===== config.mk =====
export PLATFORM = sky130hd
export DESIGN_NAME = hash_key_feeder
export DESIGN_NICKNAME = d
export VERILOG_FILES = /design/src/rtl/hash_pkg.sv /design/src/rtl/hash_blk_slot.sv /design/src/rtl/hash_key_feeder.sv
export SDC_FILE = /design/constraint.sdc
export NUM_CORES = 1
export LEC_CHECK = 0
export CAP_MARGIN = 20
export CORE_ASPECT_RATIO = 2
export CORE_MARGIN = 4
export CORE_UTILIZATION = 45
export CTS_CLUSTER_DIAMETER = 50
export DETAILED_ROUTE_END_ITERATION = 8
export DONT_BUFFER_PORTS = 1
export PLACE_DENSITY = 0.61
export SLEW_MARGIN = 0
export SYNTH_ARGS = -nofsm -noshare
export SYNTH_HDL_FRONTEND = slang
export SYNTH_HIERARCHICAL = 1
export SYNTH_SLANG_ARGS = --single-unit

===== constraint.sdc =====
create_clock -name CLK -period 3.97 [get_ports CLK]
set_clock_uncertainty 0.2 [all_clocks]
set_input_delay 0.9925 -clock CLK [delete_from_list [all_inputs] [get_ports CLK]]
set_output_delay 0.9925 -clock CLK [all_outputs]
set_load 0.1 [all_outputs]

===== src/rtl/hash_pkg.sv =====
// hash_pkg: block geometry, feeder FSM states and the 96-bit key block shared with the hash core.
package hash_pkg;
  localparam int BLOCK_BYTES = 12;
  typedef enum logic [1:0] {IDLE, FILL, PUSH} state_t;
  typedef struct packed {
    logic [31:0] k0;
    logic [31:0] k1;
    logic [31:0] k2;
    logic [3:0]  nbytes;
    logic        last;
  } blk_t;
endpackage


===== src/rtl/hash_blk_slot.sv =====
// hash_blk_slot: one-entry output register with valid/ready; contents held until accepted.
module hash_blk_slot
  import hash_pkg::*;
(
  input  logic clk,
  input  logic rst,
  input  logic load,
  input  logic ready,
  input  blk_t din,
  output logic valid,
  output blk_t dout
);
  always_ff @(posedge clk or posedge rst)
    if (rst) begin
      valid <= 1'b0;
      dout  <= '0;
    end else if (load) begin
      valid <= 1'b1;
      dout  <= din;
    end else if (ready) valid <= 1'b0;
endmodule


===== src/rtl/hash_key_feeder.sv =====
// hash_key_feeder: packs a byte-serial key into little-endian 12-byte k0/k1/k2 blocks for the hash core.
module hash_key_feeder
  import hash_pkg::*;
#(
  parameter int LEN_W = 8
) (
  input  logic             CLK,
  input  logic             RST,
  input  logic             start,
  input  logic [LEN_W-1:0] key_length,
  output logic             busy,
  input  logic             in_valid,
  output logic             in_ready,
  input  logic [7:0]       in_data,
  output logic             blk_valid,
  input  logic             blk_ready,
  output logic [31:0]      k0,
  output logic [31:0]      k1,
  output logic [31:0]      k2,
  output logic [3:0]       blk_nbytes,
  output logic             blk_last,
  output logic [LEN_W-1:0] blk_key_length
);
  state_t           state;
  logic [95:0]      fbuf;
  logic [3:0]       fcnt, fcnt_n;
  logic [LEN_W-1:0] remaining, rem_n, key_len;
  logic             accept, push;
  blk_t             blk_in, blk_out;
  assign in_ready = state == FILL && fcnt < 4'(BLOCK_BYTES) && remaining != '0;
  assign accept   = in_valid && in_ready;
  assign fcnt_n   = fcnt + 4'(accept);
  assign rem_n    = remaining - LEN_W'(accept);
  assign push     = state == PUSH && (!blk_valid || blk_ready);
  assign busy     = state != IDLE || blk_valid;
  assign blk_in   = '{k0: fbuf[31:0], k1: fbuf[63:32], k2: fbuf[95:64], nbytes: fcnt, last: remaining == '0};
  // FILL leaves on the post-accept counts so the block is pushed the cycle after its final byte.
  always_ff @(posedge CLK or posedge RST)
    if (RST) begin
      state     <= IDLE;
      fbuf      <= '0;
      fcnt      <= '0;
      remaining <= '0;
      key_len   <= '0;
    end else if (state == IDLE && start && !blk_valid) begin
      state     <= FILL;
      remaining <= key_length;
      key_len   <= key_length;
      fbuf      <= '0;
      fcnt      <= '0;
    end else if (state == FILL) begin
      if (accept) fbuf[{fcnt, 3'b000} +: 8] <= in_data;
      fcnt      <= fcnt_n;
      remaining <= rem_n;
      if (fcnt_n == 4'(BLOCK_BYTES) || rem_n == '0) state <= PUSH;
    end else if (push) begin
      fbuf  <= '0;
      fcnt  <= '0;
      state <= remaining == '0 ? IDLE : FILL;
    end
  hash_blk_slot u_slot (
    .clk  (CLK),
    .rst  (RST),
    .load (push),
    .ready(blk_ready),
    .din  (blk_in),
    .valid(blk_valid),
    .dout (blk_out)
  );
  assign k0             = blk_out.k0;
  assign k1             = blk_out.k1;
  assign k2             = blk_out.k2;
  assign blk_nbytes     = blk_out.nbytes;
  assign blk_last       = blk_out.last;
  assign blk_key_length = key_len;
endmodule


==> metrics.md, run 1 <==
| Metric | Value |
|---|---|
| Status | completed |
| FP Rows | 74 |
| Routed Antenna Nets | 0 |
| Crit path DAT | 2.30 ns |
| Busiest grt layer | met2 |
| Post-CTS Repair Setup Buffers | 0 |
| Placed cell area | 9565 um2 |
| Crit-path max cell delay | 0.51 ns |
| Drt pass-1 iters | 4 |
| Hold-fix buffers, CTS | 0 |
| Post-route DRC | 0 |
| Launch point of the worst reg-to-reg path | state[1]$_DFFE_PP0P_ |
| Max cap viols | 0 |
| Tmin final | 3.497 ns |
| Share of layout cells above drive strength 1 | 26.58% |
| Internal power | 4.768 mW |
| Delay-heaviest family, CP | buffers and inverters |
| Initial antenna violation count | 0 |
| Synth area leaders | dfrtp_1 (59%), mux2_4 (13%), a22o_1 (4.6%) |
| Crit-path max FO | 57 |
| Syn Inst Count | 657 |
| H-Tree Depth | 1 |
| RR Endpoint | fbuf[61]$_DFFE_PP0P_ |
| Period utilization | 88.08% |
| # IOs | 133 |
| Worst skew pair latency | 0.50 ns |
| Seq cells post-synth | 220 |
| Leak Pwr | 4.740 nW |
| Slew headroom | 33.62% |
| Synth warn | 6 |
| Root Buffer | clkbuf_16 |
| Congestion Overflow GR | 0 |
| CTS tree | yes |
| Area leader, netlist | dfrtp_1 |
| DR WL/cell | 23.87 um |
| Worst setup EP type | output port |
| Vias in the first global route | 5857 |
| Post-synth top cells | dfrtp_1 (220), mux2_4 (79), a22o_1 (49) |
| Hold Vio Cnt, Final | 0 |
| Full die area | 23210 um2 |
| Actual slew at the worst max-slew pin | 0.9957 ns |
| Clock power share | 20.9% |
| Switching Power | 4.399 mW |
| First-pass GRT wire length | 35420 um |
| Seq pwr share | 58.9% |
| RSZ-0062 raised after global routing | no |
| Initial core utilization | 45.75% |
| Avg Vias per Cell | 5.858 |
| CP Class | register to output port |
| Logic gate share of total power | 20.1% |
| Max Clk Rate | 286.0 MHz |
| Reg-to-reg setup timing slack | 0.99 ns |
| CTS Buf Count | 20 |
| Total GRT Usage | 19.88% |
| Post-synthesis net count | 685 |
| EDFF count, synth | 0 |
| Slowest cell on the critical path | buf_4 |
| Vias | 5460 |
| Worst vdd ir | 474.5 uV |
| Die width | 109.8 um |
| Total power | 9.167 mW |
| Reg2Reg Depth | 6 |
| Core box area | 20370 um2 |
| Met1 usage | 23.77% |
| CP startpoint kind | register |
| Routed WL | 22250 um |
| Hold crit path type | primary input to async pin |
| Hpwl dp | 15230 um |
| Post-cts resize count | 0 |
| Met3 GRT Util | 4.364% |
| Sw Share | 47.99% |
| Syn_area_per_cell | 14.18 um2 |
| Register area share after synthesis | 59.08% |
| Post-route design area | 10220 um2 |
| Met2 Resource Use GR | 34.78% |
| Sink Count | 220 |
| Buffers on Ports | 0 |
| Synth unique cells | 64 |
| Max Transition Viols Final | 0 |
| CP most frequent cell | buf_4 |
| Clock Tree Buf Depth | 3 |
| Inserted Diodes | 0 |
| Die Ht | 211.5 um |
| Largest net degree at the start of global routing | 119 |
| Top cell type's share of synthesized area | 59.08% |
| Async S/R FF share, synth | 100.0% |
| Routability cong. | 0.8431 |
| P&R area growth vs syn | 9.667% |
| Required @ worst endpoint | 2.78 ns |
| Post-Route Setup TNS | 0 ns |
| Power Dens Cells | 897.0 nW/um2 |
| Clk slew on worst S/H paths | 0.07 ns |
| Top-count cell post-synth | dfrtp_1 |
| Worst hold slack | 0.2800 ns |
| Nets | 680 |
| Final setup violation count | 0 |
| Mapped cell area | 9319 um2 |
| Buffers & Inverters on Critical Path | 2 |
| Post-synth top flop | dfrtp_1 |
| 1st-iter DRT viols | 271 |
| CP cell instances | and2b_2 > buf_4 > and3_1 > buf_4 |
-- sequential cells by signal, summed over array words and instances, names as in the netlist --
register and cells:
blk_key_length 8, fbuf 96, fcnt 4, remaining 8, state 2, u_slot/dout 101
u_slot/valid 1
-- worst max-delay path by stage --
stage,from,endpoint,slack [ns],cells after the start
finish,state[1]$_DFFE_PP0P_,in_ready,0.47,4
global route,state[0]$_DFFE_PP0P_,in_ready,0.36,4
CTS,state[1]$_DFFE_PP0P_,in_ready,0.46,4
detailed placement,in_valid,state[1]$_DFFE_PP0P_,0.79,9
global placement,in_valid,state[1]$_DFFE_PP0P_,0.82,9
floorplan,RST,u_slot/dout[0]$_DFFE_PP0P_,0.10,1
-- power groups by stage --
stage | Combinational (mW) | Clock (mW) | Sequential (mW)
2_1_floorplan | 1.56 | 0 | 5.23
3_3_place_gp | 1.79 | 0 | 5.44
3_5_place_dp | 1.85 | 0 | 5.47
4_1_cts | 1.86 | 1.98 | 5.43
5_1_grt | 2.03 | 2.07 | 5.50
6_report | 1.84 | 1.92 | 5.40
-- per-stage QoR --
step	instances	util (%)	setup slack, ns
after global routing	932	50.17	0.3614
after floorplan	657	-	0.1020
after detailed placement	896	46.96	0.7926
after global placement	896	46.96	0.8216
after CTS	932	50.17	0.4617
final	932	50.17	0.4732
-- cells in the final DEF (no fill, tap or decap), types with 8 or more instances in the layout --
| cell type | n |
|---|---|
| dfrtp_1 | 220 |
| mux2_4 | 79 |
| a22o_1 | 49 |
| nand2_1 | 48 |
| a32o_1 | 29 |
| mux2_2 | 25 |
| nor2_1 | 21 |
| clkbuf_16 | 21 |
| o21ai_0 | 12 |
| and2_1 | 10 |
| inv_1 | 9 |
| o31ai_1 | 9 |
| a221o_1 | 8 |
-- kinds of logic after synthesis --
kind of cell | Yosys count | share of synthesized area (%)
muxes | 104 | 15.75
DFF | 220 | 59.08
and+or+nand+nor | 130 | 7.854
AOI/OAI and AO/OA | 141 | 12.98
buffers and inverters | 48 | 2.739
adders and majority gates | 7 | 0.9398
xor gates and xnor gates | 7 | 0.6579
-- metal layers --
metal | routed length, um | part of all wire (%)
met1 | 8311 | 37
met2 | 11880 | 53
met3 | 1420 | 6.4
met4 | 639 | 2.9
met5 | 0 | 0
-- area by class of cell --
class | instances | area (um2)
Clock inverter | 12 | 97.59
Timing Repair Buffer | 10 | 112.6
Fill cell | 1782 | 10150
Clock buffer | 24 | 556.8
Tap cell | 266 | 332.8
Sequential cell | 220 | 5505
Multi-Input combinational cell | 389 | 3567
Inverter | 11 | 47.55
Power figures use the tool's default switching activity.
==> inputs of run 2 (changes only) <==
--- a/config.mk
+++ b/config.mk
@@ -6,13 +6,17 @@
 export NUM_CORES = 1
 export LEC_CHECK = 0
 export CAP_MARGIN = 20
+export CELL_PAD_IN_SITES_DETAIL_PLACEMENT = 1
+export CELL_PAD_IN_SITES_GLOBAL_PLACEMENT = 1
 export CORE_ASPECT_RATIO = 2
 export CORE_MARGIN = 4
 export CORE_UTILIZATION = 45
 export CTS_CLUSTER_DIAMETER = 50
 export DETAILED_ROUTE_END_ITERATION = 8
 export DONT_BUFFER_PORTS = 1
-export PLACE_DENSITY = 0.61
+export PLACE_DENSITY = 0.72
+export SKIP_CTS_REPAIR_TIMING = 1
+export SKIP_LAST_GASP = 1
 export SLEW_MARGIN = 0
 export SYNTH_ARGS = -nofsm -noshare
 export SYNTH_HDL_FRONTEND = slang
==> metrics.md, run 2 (synthesis gave the netlist of run 1 again) <==
| Metric | Value |
|---|---|
| Largest net degree at the start of global routing | 66 |
| CTS Buf Count | 20 |
| Crit path DAT | 2.29 ns |
| Root Buffer | clkbuf_16 |
| Worst skew pair latency | 0.50 ns |
| Register area | 5505 um2 |
| Avg Vias per Cell | 5.988 |
| CP Class | register to output port |
| Full die area | 23210 um2 |
| Post-Route Setup TNS | 0 ns |
| Largest regs | u_slot/dout x101, fbuf x96 |
| Status | completed |
| Placed cell area | 9593 um2 |
| Worst setup EP type | output port |
| Crit-path max FO | 57 |
| Buffers on Ports | 0 |
| Routed WL | 24280 um |
| 1st-iter DRT viols | 268 |
| Final setup violation count | 0 |
| Buffers & Inverters on Critical Path | 2 |
| Die width | 109.8 um |
| Post-route DRC | 0 |
| Met2 Resource Use GR | 38.68% |
| Vias | 5599 |
| H-Tree Depth | 1 |
| Crit-path max cell delay | 0.50 ns |
| Clock Tree Buf Depth | 3 |
| CTS tree | yes |
| # IOs | 133 |
| Drt pass-1 iters | 4 |
| Total GRT Usage | 21.30% |
| Sink Count | 220 |
| P&R area growth vs syn | 10.35% |
| Most common cell after layout, fill and taps aside | dfrtp_1 |
| Nets | 683 |
| RSZ-0062 raised after global routing | no |
| Vias in the first global route | 6225 |
| Leak Pwr | 4.759 nW |
| Busiest grt layer | met2 |
| Initial antenna violation count | 0 |
| Hpwl dp | 16920 um |
| Max cap viols | 0 |
| DR WL/cell | 25.97 um |
| Period utilization | 87.61% |
| Share of layout cells above drive strength 1 | 26.46% |
| Congestion Overflow GR | 0 |
| CP cell instances | and2b_2 > buf_4 > and3_1 > buf_4 |
| Worst vdd ir | 526.1 uV |
| Met3 GRT Util | 4.272% |
| # fillers | 2003 |
| First-pass GRT wire length | 37890 um |
| CP most frequent cell | buf_4 |
| Multi-input gate area | 3567 um2 |
| Hold crit path type | primary input to async pin |
| Delay-heaviest family, CP | buffers and inverters |
| Clk slew on worst S/H paths | 0.07 ns |
| Hold Vio Cnt, Final | 0 |
| Tmin final | 3.478 ns |
| Max Transition Viols Final | 0 |
| Routed Antenna Nets | 0 |
| Actual slew at the worst max-slew pin | 0.9982 ns |
| Met1 usage | 24.33% |
| Initial core utilization | 45.75% |
| Slew headroom | 33.45% |
| Post-route design area | 10280 um2 |
| Routability cong. | 0.9272 |
| Commonest non-fill, non-tap cells in the layout | dfrtp_1 (220), mux2_4 (79), a22o_1 (49) |
| Reg-to-reg setup timing slack | 0.90 ns |
| Power Dens Cells | 903.7 nW/um2 |
| Largest register FFs | 101 |
| Core box area | 20370 um2 |
| Inserted Diodes | 0 |
| CP startpoint kind | register |
| Max Clk Rate | 287.5 MHz |
| Slowest cell on the critical path | buf_4 |
| Die Ht | 211.5 um |
| Required @ worst endpoint | 2.78 ns |
| Reg with most FFs | u_slot/dout |
| FP Rows | 74 |
run 2: layout make-up:
| cell class | instances | area share (%) |
|---|---|---|
| clock buffers | 32 | 6.193 |
| inverters | 11 | 0.4623 |
| clock inverters | 4 | 0.3285 |
| multi-input cells | 389 | 34.69 |
| repair buffers | 13 | 1.557 |
| well taps | 266 | 3.236 |
| flip-flops and latches | 220 | 53.53 |
run 2: per-stage QoR:
step	instances	total power [mW]	hold slack (ns)	setup slack (ns)	util, %
finish	935	9.294	0.07086	0.4919	50.49
global route	935	9.703	0.05960	0.3590	50.49
CTS	934	9.381	0.2324	0.4805	50.39
detailed placement	898	7.396	0.2869	0.7321	47.09
global placement	898	7.254	0.2765	0.8395	47.09
floorplan	657	6.792	0.2603	0.1020	-
run 2: metal layers:
layer,routed length (um),vias to the layer above
met5,0,-
met4,780,0
met3,1276,43
met2,13270,154
met1,8954,2976
li1,-,2426
run 2: power breakdown:
part | total (mW) | switching [mW] | leakage, nW | internal (mW)
clock | 1.95 | 0.846 | 0.320 | 1.11
combinational | 1.90 | 1.01 | 1.47 | 0.882
sequential | 5.44 | 2.62 | 2.97 | 2.82
run 2: worst paths after layout:
check / start / endpoint / depth (start not counted)
min reg2reg: fbuf[53]$_DFFE_PP0P_ / fbuf[53]$_DFFE_PP0P_ / 1
max reg2reg: fcnt[3]$_DFFE_PP0N_ / state[1]$_DFFE_PP0P_ / 10
min in group CLK: fbuf[53]$_DFFE_PP0P_ / fbuf[53]$_DFFE_PP0P_ / 1
max in group asynchronous: RST / u_slot/dout[7]$_DFFE_PP0P_ / 2
min: RST / fbuf[75]$_DFFE_PP0P_ / 1
max: state[1]$_DFFE_PP0P_ / in_ready / 4
